File: src/rtl/spi_ram_ctrl.sv
// Command-driven single-port RAM behind the SPI slave deserialiser.
// Address commands arm a write or read. Data commands are accepted only when armed; otherwise they raise seq_err.
module spi_ram_ctrl #(
    parameter int unsigned DATA_WIDTH = 8,
    parameter int unsigned ADDR_WIDTH = 8,
    parameter bit          AUTO_INC   = 1'b0
) (
    input  logic                  clk,
    input  logic                  rst,
    input  logic                  rx_valid,
    input  logic [DATA_WIDTH+1:0] din,
    output logic [DATA_WIDTH-1:0] dout,
    output logic                  tx_valid,
    output logic                  seq_err,
    output logic                  wr_armed,
    output logic                  rd_armed
);

    localparam int unsigned DEPTH = 2 ** ADDR_WIDTH;

    localparam logic [1:0] CMD_WR_ADDR = 2'b00;
    localparam logic [1:0] CMD_WR_DATA = 2'b01;
    localparam logic [1:0] CMD_RD_ADDR = 2'b10;
    localparam logic [1:0] CMD_RD_DATA = 2'b11;

    typedef enum logic [1:0] {
        ST_IDLE     = 2'd0,
        ST_WR_ARMED = 2'd1,
        ST_RD_ARMED = 2'd2
    } state_t;

    state_t                r_state;
    logic [ADDR_WIDTH-1:0] r_wr_ptr;
    logic [ADDR_WIDTH-1:0] r_rd_ptr;
    logic [DATA_WIDTH-1:0] r_dout;
    logic                  r_tx_valid;
    logic                  r_seq_err;
    logic [DATA_WIDTH-1:0] r_mem [DEPTH];

    logic [1:0]            w_cmd;
    logic [DATA_WIDTH-1:0] w_payload;
    logic [ADDR_WIDTH-1:0] w_addr;
    logic                  w_wr_en;

    assign w_cmd     = din[DATA_WIDTH+1:DATA_WIDTH];
    assign w_payload = din[DATA_WIDTH-1:0];
    assign w_addr    = din[ADDR_WIDTH-1:0];
    assign w_wr_en   = rx_valid && (w_cmd == CMD_WR_DATA) && (r_state == ST_WR_ARMED);

    // Storage array: no reset, contents survive rst.
    always_ff @(posedge clk) begin
        if (w_wr_en) begin
            r_mem[r_wr_ptr] <= w_payload;
        end
    end

    // Sequencing FSM, pointers and registered read port.
    always_ff @(posedge clk or posedge rst) begin
        if (rst) begin
            r_state    <= ST_IDLE;
            r_wr_ptr   <= '0;
            r_rd_ptr   <= '0;
            r_dout     <= '0;
            r_tx_valid <= 1'b0;
            r_seq_err  <= 1'b0;
        end else begin
            r_tx_valid <= 1'b0;
            r_seq_err  <= 1'b0;
            if (rx_valid) begin
                case (w_cmd)
                    CMD_WR_ADDR: begin
                        r_wr_ptr <= w_addr;
                        r_state  <= ST_WR_ARMED;
                    end
                    CMD_RD_ADDR: begin
                        r_rd_ptr <= w_addr;
                        r_state  <= ST_RD_ARMED;
                    end
                    CMD_WR_DATA: begin
                        if (r_state == ST_WR_ARMED) begin
                            if (AUTO_INC) begin
                                r_wr_ptr <= ADDR_WIDTH'(r_wr_ptr + 1'b1);
                            end else begin
                                r_state <= ST_IDLE;
                            end
                        end else begin
                            r_seq_err <= 1'b1;
                        end
                    end
                    CMD_RD_DATA: begin
                        if (r_state == ST_RD_ARMED) begin
                            r_dout     <= r_mem[r_rd_ptr];
                            r_tx_valid <= 1'b1;
                            if (AUTO_INC) begin
                                r_rd_ptr <= ADDR_WIDTH'(r_rd_ptr + 1'b1);
                            end else begin
                                r_state <= ST_IDLE;
                            end
                        end else begin
                            r_seq_err <= 1'b1;
                        end
                    end
                    default: begin
                        r_state <= r_state;
                    end
                endcase
            end
        end
    end

    assign dout     = r_dout;
    assign tx_valid = r_tx_valid;
    assign seq_err  = r_seq_err;
    assign wr_armed = (r_state == ST_WR_ARMED);
    assign rd_armed = (r_state == ST_RD_ARMED);

endmodule

File: config.mk
export PLATFORM = sky130hd
export DESIGN_NAME = spi_ram_ctrl
export DESIGN_NICKNAME = d
export VERILOG_FILES = /design/src/rtl/spi_ram_ctrl.sv
export SDC_FILE = /design/constraint.sdc
export NUM_CORES = 2
export LEC_CHECK = 0
export ABC_AREA = 0
export BUFFER_PORTS_ARGS = -buffer_cell sky130_fd_sc_hd__buf_2
export CAP_MARGIN = 20
export CORE_ASPECT_RATIO = 0.7
export CORE_UTILIZATION = 35
export DETAILED_ROUTE_END_ITERATION = 16
export MAX_ROUTING_LAYER = met4
export PLACE_DENSITY = 0.59
export SYNTH_ARGS = -nofsm -noshare
export SYNTH_HDL_FRONTEND = slang
export SYNTH_SLANG_ARGS = --single-unit
File: constraint.sdc
create_clock -name clk -period 3.5 [get_ports clk]
set_clock_uncertainty 0.05 [all_clocks]
set_input_delay 0.175 -clock clk [delete_from_list [all_inputs] [get_ports clk]]
set_output_delay 0.175 -clock clk [all_outputs]
set_load 0.03 [all_outputs]
* After elaboration in Yosys (flattened, before gate mapping)
Memory sizes are Yosys's and may differ from the RTL's. A register that Yosys moved wholly into a read port is not among the register bits.
Cells that the tools add are included.
** Storage, ports and cells
- Flip-flop bits (word level) :: 20
- Bits in writable memories :: 2048
- Output and inout port bits :: 12
- Memories kept :: 1
** Memory list
- r_mem :: words 256, bits a word 8, rd ports 1, clocked after memory_dff 1, write ports 1, line 38 : logic [DATA_WIDTH-1:0] r_mem [DEPTH];
** Cells by class
- Eq/ne operators :: 7
- Muxes and demuxes :: 12
- Reductions and logical operators :: 7
** Operators by type and width (number)
- two-way mux 1 bit :: 8
- case mux 2 bit (4 select lines) :: 1
- == test 2 bit, second input constant :: 3
- AND reduction 3 bit :: 2
- == test 2 x 1 -> 1 bit, second input constant :: 2
- two-way mux 2 bit :: 2
- != test 2 bit, second input constant :: 2
- AND reduction 2 bit :: 2
- logical AND 1 bit :: 2
- logical NOT 2 bit :: 1
- case mux 1 bit (2 select lines) :: 1

* Longest topological paths before layout
- Word-level depth :: 5
- Depth in mapped cells :: 12
- Gate-level depth less buffers :: 8

* Worst setup path after synthesis
OpenSTA, ideal clock, no wires.
- Kind :: register to register
- Start point :: register r_state[1]
- End point :: memory r_mem[220][0], enable pin
- Setup time :: 370 ps
- Arrival :: 2498 ps
- Path slack :: 581 ps
- Cell stages (with the launch flop) :: 7
- Path buffers :: 1
- Period minus slack after synthesis :: 2919 ps
- Path through :: dfrtp_1 > nor2b_1 > nor3b_1 > nor3b_1 > nand3_1 > clkbuf_1 > nor2_1
** Between the ends
- Longest elaborated chain between the ends :: 4
** RTL lines
- start, declared :: line 32 : state_t r_state;
- start signal, assigned :: line 104 : r_state <= r_state;
- == test 2 x 1 -> 1 bit
- via wr_armed :: line 15 : output logic wr_armed,
- logical AND 1 bit :: line 48 : assign w_wr_en = rx_valid && (w_cmd == CMD_WR_DATA) && (r_state == ST_WR_ARMED);
- two-way mux 1 bit :: line 52 : if (w_wr_en) begin
- two-way mux 1 bit (implied by the code) :: line 53 : r_mem[r_wr_ptr] <= w_payload;
- end, declared :: line 38
The timed path passes the listed nets, and every way through them passes these cells.

==> key figures <==
Run status
  – Outcome: finished with violations
  – Failing checks: setup timing

Power and ir drop
  – Sequential share of power: 49.2%
  – Switching pwr: 14.6 mW
  – VDD IR-drop max: 0.411 mV
  – Power per cell area: 592 mW/mm2
  – Combinational power share: 15.0%
  – Leakage: 30.9 nW
  – Total power: 56.1 mW
  – Sw Share: 26.0%
  – Internal power: 41.5 mW
  – Clock power frac: 35.8%

Yosys
  – EDFF count, synth: 2,048
  – Area leader, netlist: edfxtp_1
  – Top post-synthesis cells by area: edfxtp_1 76%, mux4_2 8.1%, mux2i_1 5.3%
  – Post-synth top area share: 75.7%
  – Top post-synthesis cells by count: 2,048 x edfxtp_1, 427 x mux2i_1, 293 x mux4_2
  – Seq/Total Area, Yosys: 76.6%
  – Async S/R FF share, synth: 1.35%
  – Post-synthesis cell count: 4,095
  – YS warnings: 0
  – Synth Flop Type: edfxtp_1
  – Number of distinct library cells after synthesis: 64
  – Average cell area after synthesis: 19.8 um2
  – Post-synth design cell area: 0.0812 mm2
  – Flops & latches, synth: 2,076
  – Most common cell in the synthesized netlist: edfxtp_1
  – Syn_nets: 4,108

Timing
  – Peak Freq: 285 MHz
  – Endpoints failing hold: 0
  – Tcrit/Tclk final: 100%
  – Slew margin rel.: 20.1%
  – Hold_ws: 101 ps
  – Unrepaired setup endpoints after global routing: false
  – Least-Margin Pin Slew: 1200 ps
  – Min Tclk post-route: 3510 ps
  – Setup slack after layout: -8.59 ps
  – Final setup viols: 1
  – Max-slew violations: 0

Global routing
  – Grt ovf: 0
  – Initial antenna violation count: 8
  – Largest net degree at the start of global routing: 121
  – Total track usage: 19.7%
  – Global-route wire length before repair: 320,000 um
  – Vias in the first global route: 41,845

Finish
  – FF/Latch Area: 0.0622 mm2
  – Finished Layout Cells: 7,880
  – Syn-to-layout area delta: 16.6%
  – Nets: 4,693
  – Number of fill cells: 20,161
  – Multi-input combinational cell area: 0.0173 mm2
  – Core Util, Final: 41.2%
  – Layout cells sized above 1: 25.3%

Place
  – Global placer's final weighted congestion: 0.857
  – Dpl cells: 7,527
  – Placement Setup Slack: -121 ps
  – Detail Placement HPWL: 146,000 um
  – Port Buffer Count: 24

Clock network
  – Reg clk slew, reported paths: 70 ps
  – Clock sink count: 2,076
  – Clock root buffer: clkbuf_16
  – Max H-tree Level: 4
  – CTS tree: built
  – Cts bufs inserted: 190
  – CTS Buffer Depth: 4
  – Worst skew pair latency: 840 ps

Detailed routing
  – Drt first-iter violations: 6,549
  – DRC Markers: 0
  – Via/cell ratio: 5.56
  – Antenna viol nets, final: 0
  – Drt pass-1 iters: 5
  – Routed WL: 226,000 um
  – DR WL/cell: 28.7 um
  – Routed vias: 43,803

Critical path
  – Critical-path cell list: buf_4 > inv_4 > buf_12 > mux2i_1 > o21ai_0 > o2111ai_1 > nor4b_1 > buf_4 > a211o_1
  – RR Startpoint: r_rd_ptr[4]
  – Most used cell, CP: buf_4
  – Worst path slowest cell: dfrtp_4
  – Largest stage delay, worst path: 610 ps
  – Largest delay share family, worst path: compound AO/OA/AOI/OAI gates
  – Worst Setup SP: r_rd_ptr[4]
  – Crit Path Class: reg -> reg
  – Crit. End Element: register
  – CP required: 4210 ps
  – Worst Path Arrival: 4220 ps
  – CP bufs+invs: 4
  – CP Launch Type: register
  – CP Max Fanout: 33

Die
  – Die area: 0.234 mm2
  – Initial Util: 35.3%
  – Die H: 405 um
  – Row cnt: 147
  – # IOs: 25
  – Die X: 578 um
  – Core ar.: 0.230 mm2

Job
  – Max-Cap Viols: 0

Min path
  – HP Class: in -> async
cell type report:
class	instances	area share, %
well taps	3054	4.03
diodes	2	0.00528
flip-flops and latches	2076	65.7
clock buffers	228	5.19
repair buffers	643	5.85
multi-input cells	1764	18.3
inverters	5	0.0238
clock inverters	108	0.924
cells in the final DEF, fill, tap and decap left out, types with 6 or more instances in the layout:
cell type,count
a2111oi_0,11
nand3b_1,6
nand3_1,19
nor2_1,282
dfrtp_1,24
clkbuf_16,191
a221oi_1,41
buf_8,6
clkbuf_1,37
nor3_1,13
buf_4,551
mux2_2,18
mux2i_1,427
clkinv_2,36
nor4_1,12
mux4_2,293
buf_12,53
o221ai_1,60
nor2b_1,12
mux4_1,19
edfxtp_1,2048
dlygate4sd3_1,14
a22oi_1,19
a2111oi_1,7
and2_1,14
a211oi_1,58
o21ai_0,64
clkinv_1,46
o22ai_1,119
buf_2,16
a21oi_1,75
nand2_1,100
nand2b_1,6
bufinv_16,12
layer usage:
layer  GRT usage (%)  up-vias  routed length, um  share of wire [%]
li1                -    18082                  -                  -
met3            3.81      251              24000                 11
met2            26.3     2282              94600                 42
met5               -        -                  0                  0
met1            31.0    23188             104000                 46
met4            3.56        0               3760                1.7
power by group through the flow:
| stage | logic [mW] | clock network [mW] | registers, mW |
|---|---|---|---|
| 2_1_floorplan | 4.79 | 0 | 28.1 |
| 3_3_place_gp | 8.30 | 0 | 28.1 |
| 3_5_place_dp | 8.33 | 0 | 28.1 |
| 4_1_cts | 8.38 | 20.4 | 27.6 |
| 5_1_grt | 8.80 | 21.3 | 27.6 |
| 6_report | 8.44 | 20.1 | 27.6 |
worst register-to-register path, stage by stage (launching register included):
cell and delay (ps):
dfrtp_4 610, buf_4 260, inv_4 110, buf_12 270, mux2i_1 270, o21ai_0 610, o2111ai_1 320, nor4b_1 600
buf_4 250, a211o_1 100
repair_timing:
item,in CTS,in global routing
gates resized for setup,7,11
hold endpoints to repair,576,0
buffers inserted,0,0
hold buffers,14,0
setup endpoints to repair,4,5
gates cloned,0,0
sequential cells by signal, summed over array words and instances, names as in the netlist:
name and cells:
dout 8, seq_err 1, tx_valid 1, r_wr_ptr 8, r_mem 2048, r_rd_ptr 8, r_state 2
per-stage QoR:
step | setup TNS (ps) | instance area [um2]
after global routing | 0 | 94700
after global placement | -357 | 88700
final | -8.59 | 94700
after floorplan | 0 | 81200
after detailed placement | -396 | 88700
after CTS | 0 | 94700
final timing paths:
| check | endpoint | slack (ps) | depth (start not counted) |
|---|---|---|---|
| min in group clk | seq_err | 170 | 4 |
| min | r_rd_ptr[0] | 100 | 3 |
| max reg2reg | dout[4] | -9 | 9 |
| max in group asynchronous | dout[0] | 2430 | 4 |
| min reg2reg | r_rd_ptr[7] | 480 | 1 |
| max | dout[4] | -9 | 9 |
cells by family (layout without fill, tap and decap cells):
family	count (synthesis)	count (layout)	share of synthesized area, %
multiplexers	757	757	14.2
flip-flops	2076	2076	76.6
AO/OA/AOI/OAI	504	504	4.28
AND/OR/NAND/NOR	503	503	2.69
other	0	2	0
buffers and inverters	255	984	2.21
Note: power is estimated with default switching activity, not from simulation.
